$ cat src/rtl/data_mover_bram_stream_out_pkg.sv
// rtl/data_mover_bram_stream_out_pkg.sv - shared state encodings and defaults for the BRAM1 stream-out mover
package data_mover_bram_stream_out_pkg;

    // State encodings are shared with the other data movers so one controller sequences them all
    typedef enum logic [1:0] {
        S_IDLE = 2'b00,
        S_RUN  = 2'b01,
        S_DONE = 2'b10
    } state_e;

    localparam int DEF_CNT_BIT    = 31;
    localparam int DEF_DWIDTH     = 56;
    localparam int DEF_AWIDTH     = 12;
    localparam int DEF_MEM_SIZE   = 4096;
    localparam int DEF_FIFO_DEPTH = 4;

    // A new read may issue only if the word it returns is guaranteed a FIFO slot;
    // occupancy counts words already stored plus the one still in the BRAM pipeline.
    function automatic logic has_credit(input int unsigned occupancy, input int unsigned depth);
        return (occupancy + 1) <= depth;
    endfunction

endpackage

$ cat src/rtl/data_mover_bram_stream_out_sync_fifo.sv
// rtl/data_mover_bram_stream_out_sync_fifo.sv - first-word-fall-through synchronous FIFO
module sync_fifo_fwft #(
    parameter  int WIDTH  = 56,
    parameter  int DEPTH  = 4,
    localparam int PTR_W  = (DEPTH > 1) ? $clog2(DEPTH) : 1,
    localparam int CNT_W  = $clog2(DEPTH + 1)
) (
    input  logic             clk,
    input  logic             resetn,
    input  logic [WIDTH-1:0] s_tdata,
    input  logic             s_tvalid,
    output logic [WIDTH-1:0] m_tdata,
    output logic             m_tvalid,
    input  logic             m_tready,
    output logic [CNT_W-1:0] count_o
);

    logic [WIDTH-1:0] mem_q [DEPTH];
    logic [WIDTH-1:0] mem_d [DEPTH];
    logic [PTR_W-1:0] wr_ptr_q, wr_ptr_d;
    logic [PTR_W-1:0] rd_ptr_q, rd_ptr_d;
    logic [CNT_W-1:0] count_q, count_d;
    logic             full;
    logic             push;
    logic             pop;

    function automatic logic [PTR_W-1:0] next_ptr(input logic [PTR_W-1:0] ptr);
        return (ptr == PTR_W'(DEPTH - 1)) ? '0 : ptr + PTR_W'(1);
    endfunction

    // Status and head word; the head is forced to zero when empty so stale storage never shows
    always_comb begin
        full     = (count_q == CNT_W'(DEPTH));
        m_tvalid = (count_q != '0);
        m_tdata  = m_tvalid ? mem_q[rd_ptr_q] : '0;
        pop      = m_tvalid && m_tready;
        push     = s_tvalid && (!full || pop);
        count_o  = count_q;
    end

    // Next pointers, occupancy and storage writes; simultaneous push and pop leaves count unchanged
    always_comb begin
        mem_d    = mem_q;
        wr_ptr_d = wr_ptr_q;
        rd_ptr_d = rd_ptr_q;
        count_d  = count_q;
        if (push) begin
            mem_d[wr_ptr_q] = s_tdata;
            wr_ptr_d        = next_ptr(wr_ptr_q);
        end
        if (pop) begin
            rd_ptr_d = next_ptr(rd_ptr_q);
        end
        case ({push, pop})
            2'b10:   count_d = count_q + CNT_W'(1);
            2'b01:   count_d = count_q - CNT_W'(1);
            default: count_d = count_q;
        endcase
    end

    // Pointer and occupancy registers; reset empties the FIFO
    always_ff @(posedge clk) begin
        if (!resetn) begin
            wr_ptr_q <= '0;
            rd_ptr_q <= '0;
            count_q  <= '0;
        end else begin
            wr_ptr_q <= wr_ptr_d;
            rd_ptr_q <= rd_ptr_d;
            count_q  <= count_d;
        end
    end

    // Storage needs no reset: it is only observed behind a valid count
    always_ff @(posedge clk) begin
        mem_q <= mem_d;
    end

endmodule

$ cat src/rtl/data_mover_bram_stream_out.sv
// rtl/data_mover_bram_stream_out.sv - drains BRAM1 sequentially onto a valid/ready stream
module data_mover_bram_stream_out
    import data_mover_bram_stream_out_pkg::*;
#(
    parameter int CNT_BIT    = DEF_CNT_BIT,
    parameter int DWIDTH_P   = DEF_DWIDTH,
    parameter int AWIDTH     = DEF_AWIDTH,
    parameter int MEM_SIZE   = DEF_MEM_SIZE,
    parameter int FIFO_DEPTH = DEF_FIFO_DEPTH
) (
    input  logic                clk,
    input  logic                reset_n,
    input  logic                start_run_i,
    input  logic [CNT_BIT-1:0]  run_count_i,
    output logic                idle_o,
    output logic                run_o,
    output logic                done_o,
    output logic [AWIDTH-1:0]   addr_b1_o,
    output logic                ce_b1_o,
    output logic                we_b1_o,
    output logic [DWIDTH_P-1:0] d_b1_o,
    input  logic [DWIDTH_P-1:0] q_b1_i,
    output logic                m_valid_o,
    input  logic                m_ready_i,
    output logic [DWIDTH_P-1:0] m_data_o,
    output logic                m_last_o
);

    localparam int FCW = $clog2(FIFO_DEPTH + 1);

    // Reject configurations that cannot work at all
    if (MEM_SIZE < 1 || FIFO_DEPTH < 1 || CNT_BIT < AWIDTH) begin : g_bad_params
        $error("data_mover_bram_stream_out: invalid parameter set");
    end

    state_e              state_q, state_d;
    logic [CNT_BIT-1:0]  num_cnt_q, num_cnt_d;
    logic [CNT_BIT-1:0]  rd_cnt_q, rd_cnt_d;
    logic [CNT_BIT-1:0]  out_cnt_q, out_cnt_d;
    logic                r_valid_q, r_valid_d;

    logic [FCW-1:0]      fifo_count;
    logic                fifo_valid;
    logic [DWIDTH_P-1:0] fifo_data;
    logic                credit_ok;
    logic                rd_issue;
    logic                pop;
    logic                last_beat;

    // Output buffer: the word returned by BRAM1 one cycle after a read is pushed unconditionally
    sync_fifo_fwft #(
        .WIDTH (DWIDTH_P),
        .DEPTH (FIFO_DEPTH)
    ) u_fifo (
        .clk      (clk),
        .resetn   (reset_n),
        .s_tdata  (q_b1_i),
        .s_tvalid (r_valid_q),
        .m_tdata  (fifo_data),
        .m_tvalid (fifo_valid),
        .m_tready (m_ready_i),
        .count_o  (fifo_count)
    );

    // Read issue is gated by credit so an in-flight word always has somewhere to land
    always_comb begin
        credit_ok = has_credit(32'(fifo_count) + 32'(r_valid_q), 32'(FIFO_DEPTH));
        rd_issue  = (state_q == S_RUN) && (rd_cnt_q < num_cnt_q) && credit_ok;
        pop       = fifo_valid && m_ready_i;
        last_beat = fifo_valid && (out_cnt_q == num_cnt_q - CNT_BIT'(1));
    end

    // FSM state register
    always_ff @(posedge clk) begin
        if (!reset_n) begin
            state_q <= S_IDLE;
        end else begin
            state_q <= state_d;
        end
    end

    // FSM next state: a zero-length run goes straight to DONE, RUN ends on the final handshake
    always_comb begin
        state_d = state_q;
        case (state_q)
            S_IDLE: begin
                if (start_run_i) begin
                    state_d = (run_count_i == '0) ? S_DONE : S_RUN;
                end
            end
            S_RUN: begin
                if (pop && last_beat) begin
                    state_d = S_DONE;
                end
            end
            S_DONE:  state_d = S_IDLE;
            default: state_d = S_IDLE;
        endcase
    end

    // FSM and datapath outputs
    always_comb begin
        idle_o    = (state_q == S_IDLE);
        run_o     = (state_q == S_RUN);
        done_o    = (state_q == S_DONE);
        ce_b1_o   = rd_issue;
        addr_b1_o = rd_cnt_q[AWIDTH-1:0];
        we_b1_o   = 1'b0;
        d_b1_o    = '0;
        m_valid_o = fifo_valid;
        m_data_o  = fifo_data;
        m_last_o  = last_beat;
    end

    // Counter updates: a start in IDLE latches N and clears the read and output counters
    always_comb begin
        num_cnt_d = num_cnt_q;
        rd_cnt_d  = rd_cnt_q;
        out_cnt_d = out_cnt_q;
        r_valid_d = rd_issue;
        if ((state_q == S_IDLE) && start_run_i) begin
            num_cnt_d = run_count_i;
            rd_cnt_d  = '0;
            out_cnt_d = '0;
        end else begin
            if (rd_issue) begin
                rd_cnt_d = rd_cnt_q + CNT_BIT'(1);
            end
            if (pop) begin
                out_cnt_d = out_cnt_q + CNT_BIT'(1);
            end
        end
    end

    // Counter and read-pipeline registers; reset aborts any run in progress
    always_ff @(posedge clk) begin
        if (!reset_n) begin
            num_cnt_q <= '0;
            rd_cnt_q  <= '0;
            out_cnt_q <= '0;
            r_valid_q <= 1'b0;
        end else begin
            num_cnt_q <= num_cnt_d;
            rd_cnt_q  <= rd_cnt_d;
            out_cnt_q <= out_cnt_d;
            r_valid_q <= r_valid_d;
        end
    end

endmodule

$ cat config.mk
export PLATFORM = sky130hd
export DESIGN_NAME = data_mover_bram_stream_out
export DESIGN_NICKNAME = d
export VERILOG_FILES = /design/src/rtl/data_mover_bram_stream_out_pkg.sv /design/src/rtl/data_mover_bram_stream_out_sync_fifo.sv /design/src/rtl/data_mover_bram_stream_out.sv
export SDC_FILE = /design/constraint.sdc
export NUM_CORES = 1
export LEC_CHECK = 0
export ABC_AREA = 1
export CAP_MARGIN = 40
export CORE_MARGIN = 10
export CORE_UTILIZATION = 40
export DETAILED_ROUTE_END_ITERATION = 10
export MAX_ROUTING_LAYER = met4
export PLACE_DENSITY = 0.64
export SETUP_SLACK_MARGIN = 0.05
export SLEW_MARGIN = 20
export SYNTH_ARGS = -nofsm -noshare
export SYNTH_HDL_FRONTEND = slang
export SYNTH_SLANG_ARGS = --single-unit
$ cat constraint.sdc
create_clock -name clk -period 5.3 [get_ports clk]
set_input_delay 1.06 -clock clk [delete_from_list [all_inputs] [get_ports clk]]
set_output_delay 1.06 -clock clk [all_outputs]
set_load 0.03 [all_outputs]
==> results by group, run 1 <==
Yosys
  – Yosys reg bits: 327
  – Yosys warning total: 0
  – Top cells by area, synth: edfxtp_1, dfxtp_1, nor2_1
  – Sequential share of the synthesized area: 0.535
  – Dominant cell type by area after synthesis: edfxtp_1
  – Mux contribution to synthesized area: 0
  – Synth Area in Adders: 0.0324
  – Post-synthesis compound-gate area fraction: 0.108
  – Synth Area in XOR/XNOR: 0.0319
  – Syn Area/Cell: slightly below 9 um^2
  – Count leader, synth: nor2_1
  – Cells after Synth: about 1,900
  – Most used DFF post-synth: edfxtp_1
  – Synth cell types: between 40 and 50
  – Post-Synth Simple-Gate Area: 0.213
  – Synthesized area: 0.0164 mm^2
  – Post-synth top cells: nor2_1, nand2_1, edfxtp_1
  – Largest family of logic cells by synthesized area: simple AND/OR/NAND/NOR gates
  – Async S/R FF share, synth: 0
  – Top cell type's share of synthesized area: 0.410
  – Post-synth EDFFs: ~220

Place
  – PortBufs: ~160
  – GP Congestion: 0.909
  – Post-placement worst setup slack: around 1.2 ns
  – HPWL after DPL: 31.6 mm
  – Placed Cells: about 2,500

Global route
  – Total GRT Usage: 0.184
  – Pin count of the biggest net entering global routing: 73
  – First-pass GRT wire length: about 72 mm
  – Vias in the first global route: approximately 13,000
  – Initial antenna violation count: 2
  – GRT Residual Overflow: 0

CTS
  – Worst-skew pair later-pin latency: between 0.5 and 0.6 ns
  – Post_cts resized: 0
  – Post-CTS setup buffers: 0
  – CTS Buf Count: 39
  – CTS tree: built
  – Root Buffer: clkbuf_16
  – Hold-fix buffers, CTS: 0
  – Maximum root-to-sink buffer count: 3
  – CTS Sinks: around 330
  – Clock-pin transition on the worst setup and hold timing paths: around 0.050 ns
  – H-tree Lvls: 2

Drt
  – Via Count: between 10,000 and 15,000
  – DRT Pass-1 Iters: 8
  – DR WL met2: ~22 mm
  – Residual DRC count: 0
  – Via density: around 5
  – Total wire length: around 45 mm
  – Metal1 wirelength: just under 20 mm
  – Max Used Layer: met4
  – Initial DRC count: just over 800
  – Met3 Wirelength: between 2 and 3 mm
  – Antenna viol nets, final: 0
  – Routed length per placed instance: 17.7 um

Floorplanning
  – Die Span Y: 223 um
  – IO Count: 222
  – FP Rows: 74
  – Die area: approximately 0.050 mm^2
  – Initial core utilization: 0.403
  – Die W: 223 um
  – Core ar.: 0.0407 mm^2

STA
  – Period utilization: 0.886
  – Worst Slack Setup Final: roughly 0.6 ns
  – RSZ-0062 raised after global routing: false
  – Final Hold Fails: 0
  – Max Clk Rate: between 200 and 250 MHz
  – Fin crit period: about 4.7 ns
  – Final setup violation count: 0
  – Slew @ Worst Pin: slightly below 0.8 ns
  – Slew Viols, Final: 0
  – Max-slew headroom: 0.470
  – Skew final: between 0.01 and 0.015 ns
  – Setup TNS: 0 ns

Critical path
  – CP Capture Type: output pin
  – CP Class: reg -> out
  – Worst Setup Start Kind: flop
  – Critical path peak fanout: 9
  – CP Data Required Time: around 4.2 ns
  – CP arrival: about 3.6 ns

Power and ir drop
  – Power, Total: 7.40 mW
  – P per Cell Area: between 300 and 400 mW/mm^2
  – Pleak: slightly above 7 nW
  – VDD IR-drop max: around 0.31 mV

Run status
  – Status: finished, final reports clean

Cells and area
  – Layout cell share with drive strength beyond 1: 0.0661
  – Fillers: 3,865
  – Final cell count without fillers: approximately 2,600
  – Area Growth Syn to Fin: 20.6%
  – Layout Nets: around 2,100

Job
  – Max cap viols: 0

Hold path
  – HP Class: reg -> reg
cells in the final DEF, fill, tap and decap left out, drive strengths merged, types with 4 or more instances in the layout:
cell	n
nor2	368
nand2	282
edfxtp	224
o21ai	176
clkdlybuf4s50	164
a21oi	163
inv	137
dfxtp	103
conb	57
nand3	54
clkbuf	52
xor2	42
ha	41
nand4	36
nor3	33
buf	21
nor4	18
xnor2	17
clkinv	12
or2	4
bufinv	4
worst max-delay path, cell delays in order, from the launching register on:
cell and delay, ns:
dfxtp_1 0.34, inv_1 0.11, ha_1 0.38, inv_1 0.12, nor2_1 0.28, nand2_1 0.08, nand2_1 0.08, nor2_1 0.06
nor3b_1 0.21, nand4_1 0.12, nor3_1 0.20, nand2_1 0.09, nor2_1 0.14, nand3b_1 0.10, nor2_1 0.09, clkdlybuf4s50_1 0.67
worst paths after layout:
| check | cells after the start | slack (ns) | end | from |
|---|---|---|---|---|
| worst min-delay path | 2 | 0.51 | out_cnt_q[1] | out_cnt_q[1] |
| worst min register to register | 2 | 0.51 | out_cnt_q[1] | out_cnt_q[1] |
| worst max register to register | 15 | 2.62 | state_q[0] | num_cnt_q[0] |
| worst max-delay path | 15 | 0.60 | m_last_o | num_cnt_q[0] |
stage by stage:
step           utilization  hold WS (ns)  instance area [um^2]
3_5_place_dp         0.453         0.497                 18500
6_report             0.486         0.506                 19800
3_3_place_gp         0.450         0.492                 18300
5_1_grt              0.486         0.528                 19800
4_1_cts              0.485         0.506                 19700
2_1_floorplan            -         0.464                 16600
final cells by class:
cell class              instances  area [um^2]  area share
flip-flops and latches        327         8790       0.444
multi-input cells            1309         6580       0.332
repair buffers                186         1940      0.0980
clock buffers                  51         1050      0.0531
well taps                     532          666      0.0336
inverters                     140          526      0.0265
clock inverters                15          244      0.0123
diodes                          3         7.51    0.000379
where the power goes:
| part | leakage (nW) | total [mW] | internal, mW | switching (mW) |
|---|---|---|---|---|
| Sequential | 2.86 | 2.86 | 2.80 | 0.0581 |
| Combinational | 3.75 | 1.84 | 0.603 | 1.24 |
| Clock | 0.623 | 2.69 | 1.61 | 1.08 |
| Total | 7.23 | 7.40 | 5.01 | 2.38 |
metal layers:
layer  GRT usage  vias up
met2       0.299      352
met4      0.0538        0
li1            -     6431
met1       0.225     6002
met5           -        -
met3      0.0419       73
kinds of logic (layout without fill, tap and decap cells):
family	Yosys count	after routing
other cells	1	60
fa+ha+maj	42	42
xor+xnor	59	59
compound gates	349	349
flops	327	327
buf+inv	276	392
simple gates	802	802
flip-flops by register name, indices dropped and copies added (netlist names):
signal / flops
u_fifo.mem_q: 224
out_cnt_q: 31
rd_cnt_q: 31
u_fifo.count_o: 3
u_fifo.wr_ptr_q: 2
state_q: 2
num_cnt_q: 31
r_valid_q: 1
u_fifo.rd_ptr_q: 2
No activity file was read; power rests on OpenSTA's default activity.
==> inputs of run 2 (changes only) <==
CTS_BUF_LIST = sky130_fd_sc_hd__clkbuf_8   (was default)
==> results by group, run 2 (same netlist as run 1, synthesis figures left out) <==
Run status
  – Status: finished, final reports clean (unchanged)

Floorplanning
  – Die W: 223 um (unchanged)
  – Die Span Y: 223 um (unchanged)
  – FP Rows: 74 (unchanged)
  – Die area: 0.0496 mm^2 (unchanged)
  – Initial core utilization: 0.403 (unchanged)
  – Core ar.: 0.0407 mm^2 (unchanged)
  – IO Count: 222 (unchanged)

Drt
  – Via Count: 12,981 (was 12,858)
  – Total wire length: 45.7 mm (was 45.3 mm)
  – Routed length per placed instance: 17.6 um (was 17.7 um)
  – DRT Pass-1 Iters: 5 (was 8)
  – Via density: 5.00 (was 5.02)
  – Antenna viol nets, final: 0 (unchanged)
  – Residual DRC count: 0 (unchanged)
  – Initial DRC count: 913 (was 807)

CTS
  – CTS tree: built (unchanged)
  – Hold-fix buffers, CTS: 0 (unchanged)
  – H-tree Lvls: 2 (unchanged)
  – CTS Sinks: 327 (unchanged)
  – Clock-pin transition on the worst setup and hold timing paths: 0.06 ns (was 0.05 ns)
  – Root Buffer: clkbuf_8 (was clkbuf_16)
  – Worst-skew pair later-pin latency: 0.65 ns (was 0.56 ns)
  – Post_cts resized: 0 (unchanged)
  – CTS Buf Count: 57 (was 39)
  – Post-CTS setup buffers: 0 (unchanged)
  – Maximum root-to-sink buffer count: 3 (unchanged)

Critical path
  – CP Data Required Time: 4.24 ns (about the same)
  – FF-to-FF path depth: 15 (unchanged)
  – Worst path top cell family by delay: simple AND/OR/NAND/NOR gates (unchanged)
  – CP arrival: 3.70 ns (was 3.64 ns)
  – CP Cell Sequence: inv_1, ha_1, inv_1, nor2_1, nand2_1, nand2_1, nor2_1, nor3b_1, nand4_1, nor3_1, nand2_1, nor2_1, nand3b_1, nor2_1, clkdlybuf4s50_1 (unchanged)
  – CP Class: reg -> out (unchanged)
  – Critical-path cell with the highest stage delay: clkdlybuf4s50_1 (unchanged)
  – Worst Setup Start Kind: flop (unchanged)
  – CP Capture Type: output pin (unchanged)
  – Worst reg2reg endpoint: state_q[0] (unchanged)
  – Slowest stage delay, CP: 0.67 ns (about the same)
  – Worst r2r src: num_cnt_q[0] (unchanged)
  – WP buf/inv: 3 (unchanged)
  – Critical Path Most Common Cell: nor2_1 (unchanged)
  – Critical path peak fanout: 9 (unchanged)
  – R2R setup slack: 2.61 ns (was 2.62 ns)

Place
  – Placement Cell Area: 0.0185 mm^2 (unchanged)
  – HPWL after DPL: 31.6 mm (unchanged)
  – PortBufs: 164 (unchanged)
  – GP Congestion: 0.909 (unchanged)
  – Post-placement worst setup slack: 1.19 ns (unchanged)
  – Placed Cells: 2,492 (unchanged)

Global route
  – First-pass GRT wire length: 71.9 mm (was 71.6 mm)
  – GRT Residual Overflow: 0 (unchanged)
  – Total GRT Usage: 0.185 (was 0.184)
  – Vias in the first global route: 13,141 (was 13,001)
  – Pin count of the biggest net entering global routing: 73 (unchanged)
  – Initial antenna violation count: 3 (was 2)

STA
  – Skew final: 0.0210 ns (was 0.0139 ns)
  – Worst Slack Setup Final: 0.542 ns (was 0.603 ns)
  – Slew @ Worst Pin: 0.800 ns (was 0.787 ns)
  – Max-slew headroom: 0.462 (was 0.470)
  – RSZ-0062 raised after global routing: false (unchanged)
  – Slew Viols, Final: 0 (unchanged)
  – Setup TNS: 0 ns (unchanged)
  – Final Hold Fails: 0 (unchanged)
  – Max Clk Rate: 210 MHz (was 213 MHz)
  – Period utilization: 0.898 (was 0.886)
  – Fin crit period: 4.76 ns (was 4.70 ns)
  – Final setup violation count: 0 (unchanged)

Job
  – Max cap viols: 0 (unchanged)

Cells and area
  – Fin util: 0.480 (was 0.486)
  – Number of flip-flops under the largest register name: 224 (unchanged)
  – Final cell count without fillers: 2,598 (was 2,563)
  – Final Cell Area: 0.0196 mm^2 (was 0.0198 mm^2)
  – Layout Nets: 2,154 (was 2,136)
  – Most common cell after layout, fill and taps aside: nor2_1 (unchanged)
  – Layout cell share with drive strength beyond 1: 0.0727 (was 0.0661)
  – Largest reg by FF count: u_fifo.mem_q (unchanged)
  – Most frequent cells in the layout: nor2_1, nand2_1, edfxtp_1 (unchanged)
  – Area Growth Syn to Fin: 19.2% (was 20.6%)

Hold path
  – Min-delay src: rd_cnt_q[30] (was out_cnt_q[1])
  – Hold Path Cell Cnt: 2 (unchanged)
  – HP Class: reg -> reg (unchanged)
  – Hold EP: rd_cnt_q[30] (was out_cnt_q[1])

Power and ir drop
  – VDD IR-drop max: 0.233 mV (was 0.310 mV)
  – Pleak: 7.22 nW (was 7.23 nW)
  – P per Cell Area: 352 mW/mm^2 (was 373 mW/mm^2)
[run 2: cell count changes in the layout (fill, tap and decap cells not counted), sizes merged]
cell      delta
bufinv       -2
inv         +20
clkinvlp     -2
diode        +1
clkinv      +10
clkbuf       +8
[run 2: how the worst max path moves through the flow]
stage	startpoint	end	slack, ns	depth (start not counted)
3_3_place_gp	num_cnt_q[1]	m_last_o	1.20	15
5_1_grt	num_cnt_q[0]	m_last_o	0.07	15
2_1_floorplan	m_ready_i	u_fifo.mem_q[0]	0.80	5
3_5_place_dp	num_cnt_q[1]	m_last_o	1.19	15
6_report	num_cnt_q[0]	m_last_o	0.54	15
4_1_cts	num_cnt_q[0]	m_last_o	0.45	15
[run 2: layout make-up]
cell class / count / area [um^2]
Fill cell: 3903 / 21200
Multi-Input combinational cell: 1309 / 6580
Timing Repair Buffer: 186 / 1940
Tap cell: 532 / 666
Sequential cell: 327 / 8790
Inverter: 140 / 526
Antenna cell: 4 / 10.0
Clock inverter: 41 / 246
Clock buffer: 59 / 812
[run 2: power by group]
group / switching (mW) / leakage [nW] / internal [mW]
registers: 0.0586 / 2.86 / 2.80
logic: 1.24 / 3.75 / 0.603
clock network: 1.05 / 0.614 / 1.13
total: 2.35 / 7.22 / 4.54
[run 2: stage by stage]
stage / power [mW] / hold WS [ns]
floorplan: 4.08 / 0.464
global placement: 4.73 / 0.492
detailed placement: 4.75 / 0.497
CTS: 6.97 / 0.507
global route: 7.28 / 0.527
finish: 6.89 / 0.510
[run 2: worst min-delay path: cells and delay by family (launching register included)]
| kind | cells | cell delay [ns] |
|---|---|---|
| and+or+nand+nor | 1 | 0.07 |
| DFF | 1 | 0.33 |
| AOI/OAI and AO/OA | 1 | 0.06 |
[run 2: routing by layer]
layer	routed length, um	up-vias	track usage
li1	-	6478	-
met1	20000	6058	0.226
met2	21700	368	0.296
met3	3060	77	0.0440
met4	986	0	0.0604
met5	0	-	-
==> inputs of run 3 (changes only) <==
==> constraint.sdc (replaced) <==
create_clock -name clk -period 5.3 [get_ports clk]
set_input_delay 1.06 -clock clk [delete_from_list [all_inputs] [get_ports clk]]
set_output_delay 1.06 -clock clk [all_outputs]
set_load 0.05 [all_outputs]
==> results by group, run 3 (same netlist as run 1, synthesis figures left out) <==
CTS
  – Post-CTS setup buffers: 0 (unchanged)
  – Root Buffer: clkbuf_8 (unchanged)
  – Clock-pin transition on the worst setup and hold timing paths: 0.06 ns (about the same)
  – H-tree Lvls: 2 (unchanged)
  – CTS Buf Count: 58 (was 57)
  – Maximum root-to-sink buffer count: 3 (unchanged)
  – CTS Sinks: 327 (unchanged)
  – Post_cts resized: 0 (unchanged)
  – Hold-fix buffers, CTS: 0 (unchanged)
  – CTS tree: built (unchanged)
  – Worst-skew pair later-pin latency: 0.66 ns (was 0.65 ns)

Cells and area
  – Layout Nets: 2,154 (unchanged)
  – Final Cell Area: 0.0196 mm^2 (about the same)
  – Final cell count without fillers: 2,603 (was 2,598)
  – Most frequent cells in the layout: nor2_1, nand2_1, edfxtp_1 (unchanged)
  – Area of the multi-input gates: 0.00658 mm^2 (unchanged)
  – Number of flip-flops under the largest register name: 224 (unchanged)
  – Layout cell share with drive strength beyond 1: 0.0751 (was 0.0727)
  – Largest reg by FF count: u_fifo.mem_q (unchanged)
  – Most common cell after layout, fill and taps aside: nor2_1 (unchanged)
  – Fillers: 3,959 (was 3,903)
  – Area Growth Syn to Fin: 19.3% (was 19.2%)
  – Area of all sequential standard cells: 0.00879 mm^2 (unchanged)

STA
  – Max-slew headroom: 0.481 (was 0.462)
  – Final Hold Fails: 0 (unchanged)
  – Fin crit period: 4.96 ns (was 4.76 ns)
  – Skew final: 0.0229 ns (was 0.0210 ns)
  – Slew Viols, Final: 0 (unchanged)
  – Max Clk Rate: 202 MHz (was 210 MHz)
  – Slew @ Worst Pin: 0.774 ns (was 0.800 ns)
  – Final setup violation count: 0 (unchanged)
  – Period utilization: 0.936 (was 0.898)
  – RSZ-0062 raised after global routing: false (unchanged)
  – Setup TNS: 0 ns (unchanged)

Place
  – Placed Cells: 2,493 (was 2,492)
  – PortBufs: 164 (unchanged)
  – GP Congestion: 0.918 (was 0.909)
  – HPWL after DPL: 32.1 mm (was 31.6 mm)
  – Placement Cell Area: 0.0185 mm^2 (unchanged)

Critical path
  – CP Cell Sequence: inv_1, ha_1, inv_1, nor2_1, nand2_1, nand2_1, nor2_1, nor3b_1, nand4_1, nor3_1, nand2_1, nor2_1, nand3b_1, nor2_1, clkdlybuf4s50_1 (unchanged)
  – FF-to-FF path depth: 15 (unchanged)
  – Worst path top cell family by delay: simple AND/OR/NAND/NOR gates (unchanged)
  – Worst Setup Start Kind: flop (unchanged)
  – Critical-path cell with the highest stage delay: clkdlybuf4s50_1 (unchanged)
  – Worst reg2reg endpoint: rd_cnt_q[8] (was state_q[0])
  – CP Capture Type: output pin (unchanged)
  – Critical Path Most Common Cell: nor2_1 (unchanged)
  – Slowest stage delay, CP: 0.81 ns (was 0.67 ns)
  – CP Class: reg -> out (unchanged)
  – Worst r2r src: num_cnt_q[24] (was num_cnt_q[0])
  – Critical path peak fanout: 9 (unchanged)
  – CP Data Required Time: 4.24 ns (about the same)
  – WP buf/inv: 3 (unchanged)
  – CP arrival: 3.90 ns (was 3.70 ns)
  – R2R setup slack: 2.55 ns (was 2.61 ns)

Drt
  – Via Count: 13,215 (was 12,981)
  – Antenna viol nets, final: 0 (unchanged)
  – DRT Pass-1 Iters: 5 (unchanged)
  – Via density: 5.08 (was 5.00)
  – Routed length per placed instance: 17.7 um (was 17.6 um)
  – Total wire length: 46.0 mm (was 45.7 mm)
  – Residual DRC count: 0 (unchanged)
  – Initial DRC count: 1,105 (was 913)

Power and ir drop
  – P per Cell Area: 368 mW/mm^2 (was 352 mW/mm^2)
  – Clk pwr share: 0.314 (was 0.317)
  – Sequential power share: 0.400 (was 0.415)
  – VDD IR-drop max: 0.281 mV (was 0.233 mV)
  – Power, Total: 7.21 mW (was 6.89 mW)
  – Sw power: 2.61 mW (was 2.35 mW)
  – Combinational share of power: 0.286 (was 0.268)
  – Internal: 4.60 mW (was 4.54 mW)
  – Pleak: 7.25 nW (was 7.22 nW)
  – Sw Ratio: 0.362 (was 0.341)

Global route
  – Pin count of the biggest net entering global routing: 75 (was 73)
  – Total GRT Usage: 0.185 (about the same)
  – Top Usage Layer GRT: met2 (unchanged)
  – M2 GR Usage: 0.301 (was 0.296)
  – First-pass GRT wire length: 72.5 mm (was 71.9 mm)
  – Initial antenna violation count: 6 (was 3)
  – Vias in the first global route: 13,178 (was 13,141)
  – M1 GR Usage: 0.227 (was 0.226)
  – GRT Residual Overflow: 0 (unchanged)
  – Grt met3 use: 0.0412 (was 0.0440)

Hold path
  – HP Class: reg -> reg (unchanged)
  – Min-delay src: rd_cnt_q[0] (was rd_cnt_q[30])
  – Hold Path Cell Cnt: 2 (unchanged)
  – Hold EP: rd_cnt_q[0] (was rd_cnt_q[30])

Floorplanning
  – Die W: 223 um (unchanged)
  – Core ar.: 0.0407 mm^2 (unchanged)
  – Initial core utilization: 0.403 (unchanged)
  – Die Span Y: 223 um (unchanged)
  – IO Count: 222 (unchanged)
  – Die area: 0.0496 mm^2 (unchanged)
  – FP Rows: 74 (unchanged)

Job
  – Max cap viols: 0 (unchanged)

Run status
  – Status: finished, final reports clean (unchanged)
[run 3: worst reg2reg max path, cell delays in order, from the launching register on]
cell	delay (ns)
dfxtp_1	0.41
inv_1	0.13
ha_1	0.33
nand2_1	0.07
inv_1	0.04
o21ai_0	0.14
a21oi_1	0.08
inv_1	0.06
nand4_1	0.10
a21oi_1	0.25
nand4_1	0.12
buf_4	0.28
inv_1	0.09
buf_4	0.34
nand2_1	0.11
a21oi_1	0.14
[run 3: layout make-up]
class,count,area share
sequential,327,0.449
clock buffer,67,0.0471
multi-input combinational,1309,0.336
inverter,140,0.0268
antenna,6,0.000766
timing repair buffer,185,0.0964
clock inverter,37,0.0103
tap,532,0.0340
[run 3: metal layers]
metal	vias up	routed length, um
met5	-	0
met4	0	881
met3	61	2880
met2	369	22200
met1	6301	20000
li1	6484	-
[run 3: per-stage QoR]
stage | setup slack, ns | utilization | hold slack, ns
3_3_place_gp | 1.07 | 0.450 | 0.491
4_1_cts | 0.344 | 0.480 | 0.501
5_1_grt | 0.0567 | 0.481 | 0.526
6_report | 0.338 | 0.481 | 0.504
2_1_floorplan | 0.800 | - | 0.464
3_5_place_dp | 1.06 | 0.453 | 0.492
[run 3: worst max path at each step]
stage	startpoint	end	slack, ns	depth (start not counted)
3_3_place_gp	num_cnt_q[1]	m_last_o	1.07	15
2_1_floorplan	m_ready_i	u_fifo.mem_q[0]	0.80	5
6_report	num_cnt_q[0]	m_last_o	0.34	15
4_1_cts	num_cnt_q[0]	m_last_o	0.34	15
3_5_place_dp	num_cnt_q[0]	m_last_o	1.06	15
5_1_grt	num_cnt_q[1]	m_last_o	0.06	15
[run 3: power by group through the flow]
stage | sequential (mW) | combinational (mW) | clock, mW
after floorplan | 2.89 | 1.43 | 0
after global placement | 2.94 | 2.03 | 0
after detailed placement | 2.94 | 2.06 | 0
after CTS | 2.88 | 2.07 | 2.33
after global routing | 2.89 | 2.24 | 2.45
final | 2.88 | 2.06 | 2.27
